## src/rtl/stack_cpu_pkg.sv

```systemverilog
// Shared definitions for the 8-bit stack CPU (controller and datapath).
// Holds the opcode map, the ALU operation codes, the ALU A-input select codes
// and the controller state encoding.
package stack_cpu_pkg;

  // Opcodes, taken from inst[7:5]
  localparam logic [2:0] OP_ADD  = 3'b000;
  localparam logic [2:0] OP_SUB  = 3'b001;
  localparam logic [2:0] OP_AND  = 3'b010;
  localparam logic [2:0] OP_NOT  = 3'b011;
  localparam logic [2:0] OP_PUSH = 3'b100;
  localparam logic [2:0] OP_POP  = 3'b101;
  localparam logic [2:0] OP_JMP  = 3'b110;
  localparam logic [2:0] OP_JZ   = 3'b111;

  // ALU operation codes (NOT computes ~A)
  localparam logic [2:0] ALU_ADD = 3'b000;
  localparam logic [2:0] ALU_SUB = 3'b001;
  localparam logic [2:0] ALU_AND = 3'b010;
  localparam logic [2:0] ALU_NOT = 3'b011;

  // ALU A-input select (s3)
  localparam logic [1:0] SEL_A    = 2'b00;
  localparam logic [1:0] SEL_PC   = 2'b01;
  localparam logic [1:0] SEL_ZERO = 2'b10;

  typedef enum logic [3:0] {
    ST_IF      = 4'd0,
    ST_ID      = 4'd1,
    ST_POP_A   = 4'd2,
    ST_POP_B   = 4'd3,
    ST_EXEC    = 4'd4,
    ST_WB      = 4'd5,
    ST_MEM_RD  = 4'd6,
    ST_PUSH_WB = 4'd7,
    ST_MEM_WR  = 4'd8,
    ST_TOP_A   = 4'd9,
    ST_JZ_TEST = 4'd10
  } state_t;

  // ALU operation for the arithmetic/logic opcodes (0xx)
  function automatic logic [2:0] alu_for_op(input logic [2:0] op);
    case (op)
      OP_SUB:  return ALU_SUB;
      OP_AND:  return ALU_AND;
      OP_NOT:  return ALU_NOT;
      default: return ALU_ADD;
    endcase
  endfunction

endpackage

```

## src/rtl/stack_controller_if.sv

```systemverilog
// Control bus between the stack controller and the stack-machine datapath.
//   inst, Zero        : datapath -> controller (IR byte, ALU result == 0)
//   ld_PC/ld_IR/ld_A  : register loads
//   MemRead/MemWrite  : memory strobes
//   push/pop/top      : stack operations
//   PCsrc, s1..s4     : datapath mux selects
//   ALU_operation     : ALU function
//   instr_done        : pulse in the last state of each instruction
// master = controller side, slave = datapath side.
interface stack_controller_if #(
  parameter int ALUW = 3
);
  logic [7:0]      inst;
  logic            Zero;
  logic            ld_PC;
  logic            ld_IR;
  logic            ld_A;
  logic            MemRead;
  logic            MemWrite;
  logic            push;
  logic            pop;
  logic            top;
  logic            PCsrc;
  logic            s1;
  logic            s2;
  logic [1:0]      s3;
  logic            s4;
  logic [ALUW-1:0] ALU_operation;
  logic            instr_done;

  modport master (
    input  inst, Zero,
    output ld_PC, ld_IR, ld_A, MemRead, MemWrite, push, pop, top,
           PCsrc, s1, s2, s3, s4, ALU_operation, instr_done
  );

  modport slave (
    output inst, Zero,
    input  ld_PC, ld_IR, ld_A, MemRead, MemWrite, push, pop, top,
           PCsrc, s1, s2, s3, s4, ALU_operation, instr_done
  );
endinterface

```

## src/rtl/stack_controller.sv

```systemverilog
// Multicycle control FSM for the 8-bit stack-machine datapath.
// Ports:
//   clk : rising-edge clock
//   rst : synchronous active-low reset; outputs are held at 0 while low
//   bus : control bus (master side); decodes bus.inst[7:5], uses bus.Zero
//         only in JZ_TEST, drives every datapath control.
module stack_controller
  import stack_cpu_pkg::*;
#(
  parameter int OPW  = 3,
  parameter int ALUW = 3
) (
  input  logic               clk,
  input  logic               rst,
  stack_controller_if.master bus
);

  state_t           state;
  state_t           state_nxt;
  logic [OPW-1:0]   opcode;
  logic [2:0]       alu_op;
  logic             unused_addr;

  assign opcode      = bus.inst[7 -: OPW];
  // The address field is consumed by the datapath, not here.
  assign unused_addr = ^bus.inst[4:0];

  always_ff @(posedge clk) begin
    if (!rst) state <= ST_IF;
    else      state <= state_nxt;
  end

  always_comb begin
    state_nxt      = ST_IF;
    alu_op         = ALU_ADD;
    bus.ld_PC      = 1'b0;
    bus.ld_IR      = 1'b0;
    bus.ld_A       = 1'b0;
    bus.MemRead    = 1'b0;
    bus.MemWrite   = 1'b0;
    bus.push       = 1'b0;
    bus.pop        = 1'b0;
    bus.top        = 1'b0;
    bus.PCsrc      = 1'b0;
    bus.s1         = 1'b0;
    bus.s2         = 1'b0;
    bus.s3         = SEL_A;
    bus.s4         = 1'b0;
    bus.instr_done = 1'b0;

    // Outputs stay at zero during the reset cycle so an aborted
    // instruction leaves no stack or memory side effect.
    if (rst) begin
      case (state)
        ST_IF: begin
          // Fetch and PC <- PC + 1 in the same cycle
          bus.MemRead = 1'b1;
          bus.ld_IR   = 1'b1;
          bus.s3      = SEL_PC;
          bus.s2      = 1'b1;
          bus.ld_PC   = 1'b1;
          state_nxt   = ST_ID;
        end
        ST_ID: begin
          if (opcode == OPW'(OP_PUSH)) begin
            state_nxt = ST_MEM_RD;
          end else if (opcode == OPW'(OP_JMP)) begin
            bus.PCsrc      = 1'b1;
            bus.ld_PC      = 1'b1;
            bus.instr_done = 1'b1;
            state_nxt      = ST_IF;
          end else if (opcode == OPW'(OP_JZ)) begin
            state_nxt = ST_TOP_A;
          end else begin
            state_nxt = ST_POP_A;   // ALU ops and POP
          end
        end
        ST_POP_A: begin
          bus.pop  = 1'b1;
          bus.ld_A = 1'b1;
          if (opcode == OPW'(OP_NOT))      state_nxt = ST_EXEC;
          else if (opcode == OPW'(OP_POP)) state_nxt = ST_MEM_WR;
          else                             state_nxt = ST_POP_B;
        end
        ST_POP_B: begin
          bus.pop   = 1'b1;
          state_nxt = ST_EXEC;
        end
        ST_EXEC: begin
          alu_op    = alu_for_op(3'(opcode));
          state_nxt = ST_WB;
        end
        ST_WB: begin
          bus.push       = 1'b1;
          bus.s4         = 1'b1;
          bus.instr_done = 1'b1;
        end
        ST_MEM_RD: begin
          bus.MemRead = 1'b1;
          bus.s1      = 1'b1;
          state_nxt   = ST_PUSH_WB;
        end
        ST_PUSH_WB: begin
          bus.push       = 1'b1;
          bus.instr_done = 1'b1;
        end
        ST_MEM_WR: begin
          bus.MemWrite   = 1'b1;
          bus.s1         = 1'b1;
          bus.instr_done = 1'b1;
        end
        ST_TOP_A: begin
          bus.top   = 1'b1;
          bus.ld_A  = 1'b1;
          state_nxt = ST_JZ_TEST;
        end
        ST_JZ_TEST: begin
          // A AND B with A == B == top: Zero means top of stack is 0
          alu_op         = ALU_AND;
          bus.instr_done = 1'b1;
          if (bus.Zero) begin
            bus.PCsrc = 1'b1;
            bus.ld_PC = 1'b1;
          end
        end
        default: state_nxt = ST_IF;   // illegal encodings recover to fetch
      endcase
    end
  end

  assign bus.ALU_operation = ALUW'(alu_op);

endmodule
```

## src/flat_wrapper.sv

```systemverilog
// flat-port wrapper written by rule: the top's interface ports become plain ports
module stack_controller_flat import stack_cpu_pkg::*;
#(
  parameter int OPW  = 3,
  parameter int ALUW = 3
)
  (clk, rst, bus_inst, bus_Zero, bus_ld_PC, bus_ld_IR, bus_ld_A, bus_MemRead, bus_MemWrite, bus_push, bus_pop, bus_top, bus_PCsrc, bus_s1, bus_s2, bus_s3, bus_s4, bus_ALU_operation, bus_instr_done);
  stack_controller_if #(.ALUW(ALUW)) bus_i ();
  input  logic clk;
  input  logic rst;
  input wire logic [$bits(bus_i.inst)-1:0] bus_inst;
  input wire logic [$bits(bus_i.Zero)-1:0] bus_Zero;
  output wire logic [$bits(bus_i.ld_PC)-1:0] bus_ld_PC;
  output wire logic [$bits(bus_i.ld_IR)-1:0] bus_ld_IR;
  output wire logic [$bits(bus_i.ld_A)-1:0] bus_ld_A;
  output wire logic [$bits(bus_i.MemRead)-1:0] bus_MemRead;
  output wire logic [$bits(bus_i.MemWrite)-1:0] bus_MemWrite;
  output wire logic [$bits(bus_i.push)-1:0] bus_push;
  output wire logic [$bits(bus_i.pop)-1:0] bus_pop;
  output wire logic [$bits(bus_i.top)-1:0] bus_top;
  output wire logic [$bits(bus_i.PCsrc)-1:0] bus_PCsrc;
  output wire logic [$bits(bus_i.s1)-1:0] bus_s1;
  output wire logic [$bits(bus_i.s2)-1:0] bus_s2;
  output wire logic [$bits(bus_i.s3)-1:0] bus_s3;
  output wire logic [$bits(bus_i.s4)-1:0] bus_s4;
  output wire logic [$bits(bus_i.ALU_operation)-1:0] bus_ALU_operation;
  output wire logic [$bits(bus_i.instr_done)-1:0] bus_instr_done;
  assign bus_i.inst = bus_inst;
  assign bus_i.Zero = bus_Zero;
  assign bus_ld_PC = bus_i.ld_PC;
  assign bus_ld_IR = bus_i.ld_IR;
  assign bus_ld_A = bus_i.ld_A;
  assign bus_MemRead = bus_i.MemRead;
  assign bus_MemWrite = bus_i.MemWrite;
  assign bus_push = bus_i.push;
  assign bus_pop = bus_i.pop;
  assign bus_top = bus_i.top;
  assign bus_PCsrc = bus_i.PCsrc;
  assign bus_s1 = bus_i.s1;
  assign bus_s2 = bus_i.s2;
  assign bus_s3 = bus_i.s3;
  assign bus_s4 = bus_i.s4;
  assign bus_ALU_operation = bus_i.ALU_operation;
  assign bus_instr_done = bus_i.instr_done;
  stack_controller #(.OPW(OPW), .ALUW(ALUW)) u_core (.clk(clk), .rst(rst), .bus(bus_i));
endmodule
```

## config.mk

```make
export PLATFORM = sky130hd
export DESIGN_NAME = stack_controller_flat
export DESIGN_NICKNAME = d
export VERILOG_FILES = /design/src/rtl/stack_cpu_pkg.sv /design/src/rtl/stack_controller_if.sv /design/src/rtl/stack_controller.sv /design/src/flat_wrapper.sv
export SDC_FILE = /design/constraint.sdc
export NUM_CORES = 1
export LEC_CHECK = 0
export BUFFER_PORTS_ARGS = -buffer_cell sky130_fd_sc_hd__clkbuf_2
export CORE_MARGIN = 2
export CORE_UTILIZATION = 35
export CTS_CLUSTER_DIAMETER = 200
export DETAILED_ROUTE_END_ITERATION = 6
export SYNTH_ARGS = -nofsm -noshare
export SYNTH_HDL_FRONTEND = slang
export SYNTH_SLANG_ARGS = --single-unit
```

## constraint.sdc

```tcl
create_clock -name clk -period 1.8 [get_ports clk]
set_clock_uncertainty 0.1 [all_clocks]
set_input_delay 0.36 -clock clk [delete_from_list [all_inputs] [get_ports clk]]
set_output_delay 0.36 -clock clk [all_outputs]
set_load 0.02 [all_outputs]
```

==> out/metrics.cfg <==
[logic_synthesis]
ys_seq_area_share_pct = 14.0
syn_avg_cell_area_um2 = 7.94
yosys-top-cells-area = dfxtp_1 (14%), nor4b_4 (8.3%), buf_4 (6.6%)
synth_ff_type = dfxtp_1
async_flop_share_pct = 0
syn_inst = 72
ys_warn_count = 0
synth_edf_count = 0
synth_top_area_share_pct = 14.0
synth_cell_types = 35
netlist_area_um2 = 572
ys_seq_elements = 4
synth_top_cell_by_area = dfxtp_1

[placement]
place_ws_ns = -0.00716
placed_cell_area_um2 = 698
gp_congestion = 0.881
hpwl_mm = 1.11
portBuffers = 21

[finish]
regMostFlops = u_core.state
multiInputGateArea_um2 = 460
drive_gt1_share_pct = 54.9
layout_common_cells = buf_4 (17), clkbuf_2 (9), clkbuf_4 (6)
fillers = 149
synthToLayoutAreaGrowth_pct = 52.7
antenna_cells = 0
mostFrequentLayoutCell = buf_4
fin_nets = 115
postLayoutCellArea_um2 = 873
top_regs = u_core.state (4)
regArea_um2 = 92.6
largest_register_ffs = 4

[clock_tree]
root_buffer = clkbuf_4
cts_sinks = 4
numCtsBuffers = 3
htreeDepth = 1
clock_latency_ns = 0.23
tritoncts = built
clk_pin_slew_ns = 0.04
postCtsHoldBufs = 0
clk_path_buf_depth = 2

[timing]
whs_ns = 0.392
fin_ws_ns = -0.131
rsz0062_at_grt = yes
finalCritPeriodShare_pct = 107
finalSetupTns_ns = -0.728
setup_viol = 9
finalCriticalPeriod_ns = 1.93
hold_violations = 0
finalMaxSlewViolations = 0
timing.fmax_mhz = 518

[critical_path]
crit_type = reg2out
critPathLaunchType = register
end_kind = primary output
cp_top_family = simple AND/OR/NAND/NOR gates
endpoint = bus_MemWrite
r2r_start = u_core.state[1]
crit_path_frequent_cell = buf_4
rr_worst_depth = 5
cp_slowest_stage_delay_ns = 0.44
crit_buf_inv = 2
cp.arrival_ns = 1.47
cpMaxStageDelayCell = or3b_4
reg2reg_to = u_core.state[3]
crit_cells = 4
critPathRequiredTime_ns = 1.34
path_cells = or3b_4, buf_4, nor3_1, buf_4
startpoint = u_core.state[1]
r2r_setup_slack_ns = 0.35
cp_max_fo = 4

[floorplanning]
rows = 14
coreArea_um2 = 1520
die_height_um = 44.4
start_util_pct = 37.5
die-area_um2 = 1970
num_io_pins = 29
fp.dieW_um = 44.4

[global_route]
grt_use_met1_pct = 20.8
grt_max_degree = 10
overflow = 0
grt_pass1_wl_mm = 2.38
grt_pass1_vias = 541
antenna_found_initial = 0
grtUsageMet3_pct = 2.86
grtUsageTotal_pct = 16.1
top_usage_layer = met2
grtUsageMet2_pct = 27.6

[power]
power-per-cell-area_nw_per_um2 = 799
power_mw = 0.697
switchingPower_mw = 0.284
p_int_mw = 0.414
p_clk_share_pct = 15.6
combPwrFrac_pct = 64.1
power_frac_seq_pct = 20.3
p_leak_nw = 0.387
irDropWorstVdd_uv = 454
swShare_pct = 40.7

[job]
max-cap-violations = 0

[drt]
avgViaCountPerCell = 5.28
routed_wl_mm = 1.58
vias = 623
wire_per_inst_um = 13.4
firstDrtPassIters = 4
first_iter_violations = 12
drc = 0
detail-route-antenna-nets = 0

[run_status]
outcome = complete, but fails checks
violations = negative setup slack

[worst_hold_path]
hp-class = in2reg

==> what timing repair did <==
item / CTS / global route
buffers inserted: 3 / 2
resized for setup: 17 / 22
endpoints found under the setup margin: 16 / 14
endpoints found under the hold margin: 0 / 0
pin swaps: 2 / 8
==> routing by layer <==
layer,wire (um),vias to the layer above,share of wire (%)
li1,-,310,-
met1,713,293,45
met2,801,20,51
met3,65,0,4.1
met4,0,0,0
met5,0,-,0
==> layout make-up <==
type	count	area share, %
Clock buffer	3	2.58
Inverter	5	2.15
Multi-Input combinational cell	55	52.7
Sequential cell	4	10.6
Tap cell	16	2.29
Timing Repair Buffer	35	29.7
==> through the flow <==
| stage | instances | utilization (%) |
|---|---|---|
| final | 118 | 57.3 |
| after global placement | 110 | 45.8 |
| after floorplan | 73 | - |
| after global routing | 118 | 57.3 |
| after CTS | 116 | 52.1 |
| after detailed placement | 110 | 45.8 |
==> synth_stat cells (3+ instances only) <==
master,count
a21oi_1,5
buf_4,5
inv_1,5
nand2_1,5
nor2_1,5
dfxtp_1,4
a22oi_1,3
and3_1,3
nor3b_1,3
==> tightest hold or removal path: stages <==
cell and delay (ns):
clkbuf_2 0.12, nand4b_1 0.10, a31oi_1 0.09
==> kinds of logic after synthesis <==
logic type | after synthesis | synth area share (%)
flops | 4 | 14.0
xor+xnor | 2 | 3.06
other cells | 1 | 0.656
simple gates | 34 | 46.8
mux | 1 | 1.75
compound gates | 16 | 18.2
buf+inv | 14 | 15.5
==> power by group through the flow <==
stage | combinational (mW) | sequential, mW | clock [mW]
after floorplan | 0.274 | 0.117 | 0
after global placement | 0.344 | 0.133 | 0
after detailed placement | 0.343 | 0.133 | 0
after CTS | 0.388 | 0.136 | 0.109
after global routing | 0.476 | 0.144 | 0.116
final | 0.447 | 0.142 | 0.109
==> worst min path at each step <==
stage	startpoint	to	slack [ns]	depth (start not counted)
2_1_floorplan	rst	u_core.state[1]	0.42	2
3_3_place_gp	bus_inst[5]	u_core.state[3]	0.63	3
3_5_place_dp	bus_inst[5]	u_core.state[3]	0.63	3
4_1_cts	bus_inst[5]	u_core.state[3]	0.38	3
5_1_grt	bus_inst[5]	u_core.state[3]	0.40	3
6_report	bus_inst[5]	u_core.state[3]	0.39	3
Power figures use the tool's default switching activity.
